File: src/rtl/riscv_pkg.sv
// Shared fetch-stage types and constants.
// Contents: XLEN, NOP_INSTR, RESET_PC_DEFAULT, fetch_entry_t {pc, instr},
//           sat_inc32 helper for saturating event counters.
package riscv_pkg;

    localparam int unsigned XLEN = 32;
    localparam logic [31:0] NOP_INSTR = 32'h0000_0013;
    localparam logic [XLEN-1:0] RESET_PC_DEFAULT = XLEN'(32'h0000_0000);

    typedef struct packed {
        logic [XLEN-1:0] pc;
        logic [31:0]     instr;
    } fetch_entry_t;

    // Increment by one when en is set, sticking at all-ones.
    function automatic logic [31:0] sat_inc32(input logic [31:0] v, input logic en);
        return (en && (v != 32'hFFFF_FFFF)) ? v + 32'd1 : v;
    endfunction

endpackage

File: src/rtl/fetch_unit_if.sv
// Instruction-memory request/response channel.
// master: fetch side (drives request, receives response).
// slave : memory side.
// Signals: imem_req_valid/ready/addr (request), imem_rsp_valid/data (in-order response).
interface fetch_unit_if;
    import riscv_pkg::*;

    logic            imem_req_valid;
    logic            imem_req_ready;
    logic [XLEN-1:0] imem_req_addr;
    logic            imem_rsp_valid;
    logic [31:0]     imem_rsp_data;

    modport master (
        output imem_req_valid,
        output imem_req_addr,
        input  imem_req_ready,
        input  imem_rsp_valid,
        input  imem_rsp_data
    );

    modport slave (
        input  imem_req_valid,
        input  imem_req_addr,
        output imem_req_ready,
        output imem_rsp_valid,
        output imem_rsp_data
    );

endinterface

File: src/rtl/fetch_fifo.sv
// Power-of-two circular FIFO used for the prefetch queue and the PC tag FIFO.
// Ports: clk, reset (sync, active-high), push/push_data, pop, clear,
//        head (combinational view of oldest entry), count, full, empty.
// Callers never push when full unless popping in the same cycle, and never pop when empty.
module fetch_fifo
    import riscv_pkg::*;
#(
    parameter int unsigned DEPTH = 4,
    parameter type T = fetch_entry_t
) (
    input  logic                   clk,
    input  logic                   reset,
    input  logic                   push,
    input  T                       push_data,
    input  logic                   pop,
    input  logic                   clear,
    output T                       head,
    output logic [$clog2(DEPTH):0] count,
    output logic                   full,
    output logic                   empty
);

    localparam int unsigned AW = $clog2(DEPTH);
    localparam int unsigned CW = AW + 1;

    T               mem [DEPTH];
    logic [AW-1:0]  wr_ptr;
    logic [AW-1:0]  rd_ptr;

    // Pointers and occupancy; clear wins over push/pop.
    always_ff @(posedge clk) begin
        if (reset || clear) begin
            wr_ptr <= '0;
            rd_ptr <= '0;
            count  <= '0;
        end else begin
            if (push) wr_ptr <= wr_ptr + AW'(1);
            if (pop)  rd_ptr <= rd_ptr + AW'(1);
            count <= count + CW'(push) - CW'(pop);
        end
    end

    // Storage carries no reset; only the pointers define validity.
    always_ff @(posedge clk) begin
        if (push && !clear) mem[wr_ptr] <= push_data;
    end

    always_comb begin
        head  = mem[rd_ptr];
        full  = (count == CW'(DEPTH));
        empty = (count == '0);
    end

endmodule

File: src/rtl/fetch_unit.sv
// Instruction-fetch stage with prefetch queue feeding the IF/ID register.
// Ports: clk, reset (sync, active-high); imem (fetch_unit_if.master);
//        StallD, FlushD, PCSrcE, PCTargetE from hazard/EX;
//        InstrD, PCD, PCPlus4D, ValidD to decode.
// Optional: FETCH_PERF_EN adds perf_fetched, perf_discarded, perf_empty_cycles.
// imem_req_valid is combinational (depends on PCSrcE and credit); all D outputs registered.
module fetch_unit
    import riscv_pkg::*;
#(
    parameter int unsigned     DEPTH    = 4,
    parameter logic [XLEN-1:0] RESET_PC = RESET_PC_DEFAULT
) (
    input  logic              clk,
    input  logic              reset,
    fetch_unit_if.master      imem,
    input  logic              StallD,
    input  logic              FlushD,
    input  logic              PCSrcE,
    input  logic [XLEN-1:0]   PCTargetE,
    output logic [31:0]       InstrD,
    output logic [XLEN-1:0]   PCD,
    output logic [XLEN-1:0]   PCPlus4D,
    output logic              ValidD
`ifdef FETCH_PERF_EN
    ,
    output logic [31:0]       perf_fetched,
    output logic [31:0]       perf_discarded,
    output logic [31:0]       perf_empty_cycles
`endif
);

    localparam int unsigned CW = $clog2(DEPTH) + 1;

    logic [XLEN-1:0] pc;
    logic [CW-1:0]   discard;
    logic [CW-1:0]   q_count;
    logic [CW-1:0]   tag_count;
    logic            q_full, q_empty, tag_full, tag_empty;
    logic            unused_flags;
    fetch_entry_t    q_head, q_in;
    logic [XLEN-1:0] tag_head;
    logic            accept, drop, push, pop, credit_ok;

    // Tag FIFO occupancy doubles as the in-flight request count.
    always_comb begin
        credit_ok = ((CW+1)'(q_count) + (CW+1)'(tag_count)) < (CW+1)'(DEPTH);
        imem.imem_req_valid = !reset && !PCSrcE && credit_ok;
        imem.imem_req_addr  = pc;
        accept = imem.imem_req_valid && imem.imem_req_ready;
        drop   = imem.imem_rsp_valid && (PCSrcE || (discard != '0));
        push   = imem.imem_rsp_valid && !drop;
        pop    = !reset && !FlushD && !StallD && !PCSrcE && !q_empty;
        q_in   = '{pc: tag_head, instr: imem.imem_rsp_data};
    end

    assign unused_flags = ^{q_full, tag_full, tag_empty};

    fetch_fifo #(.DEPTH(DEPTH), .T(fetch_entry_t)) u_queue (
        .clk       (clk),
        .reset     (reset),
        .push      (push),
        .push_data (q_in),
        .pop       (pop),
        .clear     (PCSrcE),
        .head      (q_head),
        .count     (q_count),
        .full      (q_full),
        .empty     (q_empty)
    );

    // Never cleared: stale responses still arrive and must consume their tags.
    fetch_fifo #(.DEPTH(DEPTH), .T(logic [XLEN-1:0])) u_tags (
        .clk       (clk),
        .reset     (reset),
        .push      (accept),
        .push_data (pc),
        .pop       (imem.imem_rsp_valid),
        .clear     (1'b0),
        .head      (tag_head),
        .count     (tag_count),
        .full      (tag_full),
        .empty     (tag_empty)
    );

    // PC and drop counter; a redirect marks every outstanding response stale.
    always_ff @(posedge clk) begin
        if (reset) begin
            pc      <= RESET_PC;
            discard <= '0;
        end else if (PCSrcE) begin
            pc      <= {PCTargetE[XLEN-1:2], 2'b00};
            discard <= tag_count - CW'(imem.imem_rsp_valid);
        end else begin
            if (accept) pc <= pc + XLEN'(4);
            if (imem.imem_rsp_valid && (discard != '0)) discard <= discard - CW'(1);
        end
    end

    // IF/ID register: flush beats stall; redirect holds unless flushed.
    always_ff @(posedge clk) begin
        if (reset || FlushD) begin
            InstrD   <= NOP_INSTR;
            PCD      <= '0;
            PCPlus4D <= '0;
            ValidD   <= 1'b0;
        end else if (StallD || PCSrcE) begin
            InstrD   <= InstrD;
        end else if (!q_empty) begin
            InstrD   <= q_head.instr;
            PCD      <= q_head.pc;
            PCPlus4D <= q_head.pc + XLEN'(4);
            ValidD   <= 1'b1;
        end else begin
            InstrD   <= NOP_INSTR;
            PCD      <= '0;
            PCPlus4D <= '0;
            ValidD   <= 1'b0;
        end
    end

`ifdef FETCH_PERF_EN
    // Saturating event counters.
    always_ff @(posedge clk) begin
        if (reset) begin
            perf_fetched      <= '0;
            perf_discarded    <= '0;
            perf_empty_cycles <= '0;
        end else begin
            perf_fetched      <= sat_inc32(perf_fetched, push);
            perf_discarded    <= sat_inc32(perf_discarded, drop);
            perf_empty_cycles <= sat_inc32(perf_empty_cycles,
                                           !FlushD && !StallD && !PCSrcE && q_empty);
        end
    end
`endif

endmodule

File: src/flat_wrapper.sv
// flat-port wrapper written by rule: the top's interface ports become plain ports
module fetch_unit_flat import riscv_pkg::*;
#(
    parameter int unsigned     DEPTH    = 4,
    parameter logic [XLEN-1:0] RESET_PC = RESET_PC_DEFAULT
)
  (clk, reset, StallD, FlushD, PCSrcE, PCTargetE, InstrD, PCD, PCPlus4D, ValidD, imem_imem_req_valid, imem_imem_req_addr, imem_imem_req_ready, imem_imem_rsp_valid, imem_imem_rsp_data);
  fetch_unit_if imem_i ();
  input  logic clk;
  input  logic reset;
  input  logic StallD;
  input  logic FlushD;
  input  logic PCSrcE;
  input  logic [XLEN-1:0] PCTargetE;
  output logic [31:0] InstrD;
  output logic [XLEN-1:0] PCD;
  output logic [XLEN-1:0] PCPlus4D;
  output logic ValidD;
  output wire logic [$bits(imem_i.imem_req_valid)-1:0] imem_imem_req_valid;
  output wire logic [$bits(imem_i.imem_req_addr)-1:0] imem_imem_req_addr;
  input wire logic [$bits(imem_i.imem_req_ready)-1:0] imem_imem_req_ready;
  input wire logic [$bits(imem_i.imem_rsp_valid)-1:0] imem_imem_rsp_valid;
  input wire logic [$bits(imem_i.imem_rsp_data)-1:0] imem_imem_rsp_data;
  assign imem_imem_req_valid = imem_i.imem_req_valid;
  assign imem_imem_req_addr = imem_i.imem_req_addr;
  assign imem_i.imem_req_ready = imem_imem_req_ready;
  assign imem_i.imem_rsp_valid = imem_imem_rsp_valid;
  assign imem_i.imem_rsp_data = imem_imem_rsp_data;
  fetch_unit #(.DEPTH(DEPTH), .RESET_PC(RESET_PC)) u_core (.clk(clk), .reset(reset), .imem(imem_i), .StallD(StallD), .FlushD(FlushD), .PCSrcE(PCSrcE), .PCTargetE(PCTargetE), .InstrD(InstrD), .PCD(PCD), .PCPlus4D(PCPlus4D), .ValidD(ValidD));
endmodule
File: config.mk
export PLATFORM = sky130hd
export DESIGN_NAME = fetch_unit_flat
export DESIGN_NICKNAME = d
export VERILOG_FILES = /design/src/rtl/riscv_pkg.sv /design/src/rtl/fetch_unit_if.sv /design/src/rtl/fetch_fifo.sv /design/src/rtl/fetch_unit.sv /design/src/flat_wrapper.sv
export SDC_FILE = /design/constraint.sdc
export NUM_CORES = 1
export LEC_CHECK = 0
export ABC_AREA = 1
export CORE_ASPECT_RATIO = 1.5
export CORE_MARGIN = 3
export CORE_UTILIZATION = 62
export DETAILED_ROUTE_END_ITERATION = 7
export PLACE_DENSITY = 0.87
export SLEW_MARGIN = 10
export SYNTH_ARGS = -nofsm -noshare
export SYNTH_HDL_FRONTEND = slang
export SYNTH_SLANG_ARGS = --single-unit
File: constraint.sdc
create_clock -name clk -period 8.5 [get_ports clk]
set_clock_uncertainty 0.15 [all_clocks]
set_input_delay 0.85 -clock clk [delete_from_list [all_inputs] [get_ports clk]]
set_output_delay 0.85 -clock clk [all_outputs]
set_load 0.02 [all_outputs]
==> Word-level counts from Yosys, hierarchy flattened <==
Memories as Yosys holds them, arrays and structs flattened. A register that Yosys moved wholly into a read port is not among the register bits.
Cells that the tools add are included.
Widths: inputs -> output; s select.
{ "classes": {"addsub": 13, "order_cmp": 1, "muxes": 16, "reduce_logical": 26} }
{ "ops": {"columns": ["cell", "n"], "rows": [
  ["$mux 32", 5],
  ["$add 32x3->32 const B", 2],
  ["$logic_and 1x1->1", 11],
  ["$sub 3x1->3", 3],
  ["$add 2x1->2 const B", 4],
  ["$mux 2", 4],
  ["$add 3x1->3", 2],
  ["$logic_not 1->1", 6],
  ["$mux 3", 2],
  ["$mux 1", 5],
  ["$add 3x3->4", 1],
  ["$logic_or 1x1->1", 4],
  ["$lt 4x3->1 const B", 1],
  ["$reduce_bool 2->1", 2],
  ["$logic_not 3->1", 1],
  ["$reduce_bool 3->1", 1],
  ["$sub 3x1->3 const B", 1],
  ["$reduce_or 2->1", 1]
]} }
{ "word_totals": {"reg_bits": 146, "mem_bits_rw": 384, "output_inout_bits": 130, "word_cells": 71, "n_memories": 2} }
{ "memory_table": {"columns": ["memory", "words", "word_bits", "rd", "rd_ports_with_merged_regs", "write_ports", "line", "source"], "rows": [
  ["u_core.u_queue.mem", 4, 64, 1, 1, 1, "fetch_fifo.sv:26", "T mem [DEPTH];"],
  ["u_core.u_tags.mem", 4, 32, 1, 1, 1, "fetch_fifo.sv:26", null]
]} }

==> Longest topological paths before layout <==
{ "depth": {"ltp_word": 8, "mapped_depth": 17, "ltp_nobuf": 15} }

==> Hierarchy <==
Synthesis repeated with hierarchy kept, for this count alone.
{ "unflattened": {"hier_cells": 2145, "hier_area_um2": 22427.8} }
{ "modules_own_cells": {"columns": ["mod", "instances", "cells_each", "area_per_inst_um2", "seq_area_each_um2"], "rows": [
  ["fetch_fifo at u_core.u_queue", 1, 804, 10442.5, 7867.5],
  ["fetch_unit", 1, 910, 6470.0, 2562.5],
  ["fetch_fifo at u_core.u_tags", 1, 431, 5515.3, 4023.9]
]} }

==> Least setup slack after synthesis <==
Ideal clock, no wire load.
{ "synth_path": {"path_kind": "in2reg", "from": "in PCSrcE", "to": "mem u_core.u_queue.mem[0][0] in the netlist's numbering (enable)", "arrival_time_ps": 4133, "t_required_ps": 7868, "path_slack_ps": 3735, "path_stages": 5, "cell_sequence": "clkbuf_1 -> inv_1 -> clkbuf_1 -> nand2_1 -> nor2_1"} }
{ "synth_between": {"elab_chain_len": 7} }
{ "synth_lines": {"columns": ["item", "line", "source"], "rows": [
  ["from (decl)", "flat_wrapper.sv:13", "input logic PCSrcE;"],
  ["$logic_or 1x1->1", "fetch_unit.sv:50", "drop = imem.imem_rsp_valid && (PCSrcE || (discard != '0));"],
  ["$logic_and 1x1->1", "fetch_unit.sv:50", null],
  ["$logic_not 1->1", "fetch_unit.sv:51", "push = imem.imem_rsp_valid && !drop;"],
  ["$logic_and 1x1->1", "fetch_unit.sv:51", null],
  ["$logic_and 1x1->1 (*)", "fetch_fifo.sv:45", "if (push && !clear) mem[wr_ptr] <= push_data;"],
  ["$mux 1 (*)", "fetch_fifo.sv:45", null],
  ["$mux 1 (implied by the code) (*)", "fetch_fifo.sv:45", null],
  ["to (decl)", "fetch_fifo.sv:26", null]
]} }
Every way passes the cells marked *; elsewhere a longest branch is shown, timed or not.

==> Worst setup path after layout <==
{ "layout_path": {"from": "in PCSrcE", "to": "reg u_core.u_queue.count[2]"} }
{ "layout_between": {"elab_chain_len": 6} }
{ "layout_lines": {"columns": ["item", "line", "source"], "rows": [
  ["$logic_or 1x1->1", "fetch_unit.sv:50", null],
  ["$logic_and 1x1->1", "fetch_unit.sv:50", null],
  ["$logic_not 1->1", "fetch_unit.sv:51", null],
  ["$logic_and 1x1->1", "fetch_unit.sv:51", null],
  ["$add 3x1->3", "fetch_fifo.sv:39", "count <= count + CW'(push) - CW'(pop);"],
  ["$sub 3x1->3", "fetch_fifo.sv:39", null],
  ["to (signal assigned)", "fetch_fifo.sv:39", null],
  ["to (decl)", "fetch_fifo.sv:18", "output logic [$clog2(DEPTH):0] count,"]
]} }
Several ways; a longest one is shown, not always the timed one.
A chain may end at the register's enable or synchronous reset.

==> results.cfg <==
[layout]
multi_input_area_um2 = 6076
nets = 2194
fillerInstances = 2048
regArea_um2 = 13940
area_delta_synth_final_pct = 17.60
final_layout_size_suffix_gt1_frac = 0.07063
final_cell_area_um2 = 24590

[clock_network]
root_buffer = clkbuf_16
cts-buffers-inserted = 45
postCtsResizedCells = 0
tritoncts = yes
hold_buffers = 0
worstSkewPairLatency_ps = 570
post_cts_buffers = 0
h-tree-depth = 2
cts_buffer_depth = 3
clkSinkCount = 512
clk_pin_slew_ps = 70

[synth]
netlist_area_um2 = 20910
synth_seq_area_share = 0.6664
yosysTopAreaCellShare = 0.5285
postSynth.asyncResetShare = 0
yosysWarnings = 0
synth_largest_area_cell = edfxtp_1
synth_common_cells = nand2_1, edfxtp_1, nor2_1
synth_edf_count = 368
synth.avg_cell_area_um2 = 10.77
synth_cells = 1942
yosys_register_bits = 512
synth.distinct_cells = 46
yosys-top-cells-area = edfxtp_1, dfxtp_1, nand2_1
synth_most_common_cell = nand2_1
ys.flop_type = edfxtp_1

[drt]
vias = 15310
drt_first_iter_violations = 1618
avgViaCountPerCell = 5.996
drc = 0
first_pass_iters = 6
drtAntennaViolNets = 0
wl_per_cell_um = 20.45
wirelength_um = 52230

[floorplan]
rows = 81
die_h_um = 230.9
core_um2 = 32940
io_pins = 201
start_util = 0.6348
die_w_um = 155.9
dieArea_um2 = 36010

[worst_setup_path]
cp.arrival_ps = 4730
cp_slowest_cell = inv_2
criticalPathCategory = input pin to register
slowest_delay_ps = 810
critPathBufInv = 5
r2r_slack_ps = 4940
crit_path_end_kind = register
critPathRequiredTime_ps = 8790
path_cells = clkdlybuf4s50_1 -> buf_4 -> nor2_1 -> inv_2 -> nor2_4 -> nand2_1 -> inv_2 -> ha_1 -> inv_1 -> ha_1 -> fa_1 -> xnor2_1 -> xnor2_1 -> nor2_1
startpoint_type = input pin
cp_top_family = buffers and inverters
cp_max_fo = 51

[place]
io_buffers = 192
place_area_um2 = 23000
dp_hpwl_um = 32440
globalplace.congestion = 0.8967

[timing]
tightestPinTransition_ps = 1121
period_needed_ps = 4444
setup_viol = 0
drv_slew = 0
fin_crit_sh = 0.5228
rsz0062_at_grt = no
timing.fmax_mhz = 225.0
hold_violations = 0
tns_ps = 0
max_slew_margin = 0.2516

[job]
drv.max_cap_violation_count = 0

[pwr]
leakagePower_nw = 8.961
powerDensity_nw_per_um2 = 217.9
ir_drop_mv = 0.1571

[global_routing]
grt_first_pass_wirelength_um = 80740
grt-ovfl-total = 0
grtUsageMet2 = 0.5144
grtUsageMet3 = 0.03920
grt_pass1_vias = 15390
grt_use_met1 = 0.3319
grt_usage = 0.2848
grt-busiest-layer = met2
antenna_found_initial = 2
grt_start_max_net_pins = 126

[status]
status = finished clean

[worst_hold_path]
hold_path.class = register to register
==> metrics by stage <==
| step | utilization | cells | setup slack [ps] | hold slack [ps] | total power (W) |
|---|---|---|---|---|---|
| finish | 0.7465 | 2554 | 4056 | 303.3 | 0.005358 |
| detailed placement | 0.6982 | 2469 | 3656 | 293.4 | 0.003205 |
| global placement | 0.6982 | 2469 | 3739 | 288.7 | 0.003181 |
| global route | 0.7465 | 2554 | 3914 | 334.2 | 0.005502 |
| CTS | 0.7464 | 2553 | 4147 | 305.7 | 0.005363 |
| floorplan | - | 1947 | 3735 | 300.3 | 0.003054 |
==> where the power goes <==
part	internal, W	switching, W	total [W]	leakage (nW)
Combinational	0.000123	0.000240	0.000362	3.68
Sequential	0.00275	0.0000466	0.00280	4.51
Clock	0.00128	0.000915	0.00220	0.769
Total	0.00416	0.00120	0.00536	8.96
==> metal layers <==
| layer | wire, um | vias to the layer above |
|---|---|---|
| met5 | 12 | - |
| met4 | 2036 | 2 |
| met3 | 3869 | 154 |
| met2 | 27640 | 838 |
| met1 | 18670 | 7295 |
| li1 | - | 7025 |
==> worst paths after layout <==
kind,start,end,depth (start not counted)
worst min register to register,u_core.PCPlus4D[19]$_SDFFE_PP0N_,u_core.PCPlus4D[19]$_SDFFE_PP0N_,2
worst max register to register,register,u_core.PCPlus4D[28]$_SDFFE_PP0N_,14
worst min-delay path,u_core.PCPlus4D[19]$_SDFFE_PP0N_,u_core.PCPlus4D[19]$_SDFFE_PP0N_,2
worst max-delay path,PCSrcE,u_core.u_queue.count[2]$_SDFF_PP0_,14
==> worst min-delay path: cells and delay by family (launching register included) <==
kind	cells	cell delay (ps)
DFF	1	310
and+or+nand+nor	2	100
==> kinds of logic (layout without fill, tap and decap cells) <==
logic type,Yosys count,count (layout),synth area share
other,1,7,0.0001794
buffers and inverters,212,403,0.04715
AND/OR/NAND/NOR,820,820,0.1640
adder cells (fa/ha/maj),22,22,0.01388
AO/OA/AOI/OAI,342,342,0.09455
flip-flops,512,512,0.6664
XOR/XNOR,33,33,0.01382
==> sequential cells by signal, summed over array words and instances, names as in the netlist, 30 cells and up, named ones only <==
| signal | cells |
|---|---|
| u_core.InstrD | 32 |
| u_core.u_tags.mem | 120 |
| u_core.PCPlus4D | 30 |
| u_core.PCD | 30 |
| u_core.imem.imem_req_addr | 30 |
| u_core.u_queue.mem | 248 |
==> final cells by class <==
class | count | share of cell area
sequential | 512 | 0.5669
multi-input combinational | 1223 | 0.2471
timing repair buffer | 206 | 0.08243
clock buffer | 56 | 0.04829
tap | 415 | 0.02112
inverter | 113 | 0.01776
clock inverter | 28 | 0.01633
antenna | 1 | 0.0001018
==> layout by cell type, fill, tap and decap left out, drive strengths merged, types with 13 or more instances in the layout <==
master	n
edfxtp	368
clkbuf	56
o22ai	59
nand2	455
nand4	15
a22o	30
nor2	235
dfxtp	144
buf	14
o21ai	186
xor2	23
nor3	13
clkdlybuf4s50	192
a21oi	34
a31oi	15
nand3	100
clkinv	13
ha	20
inv	116
(Power assumes the default switching activity.)
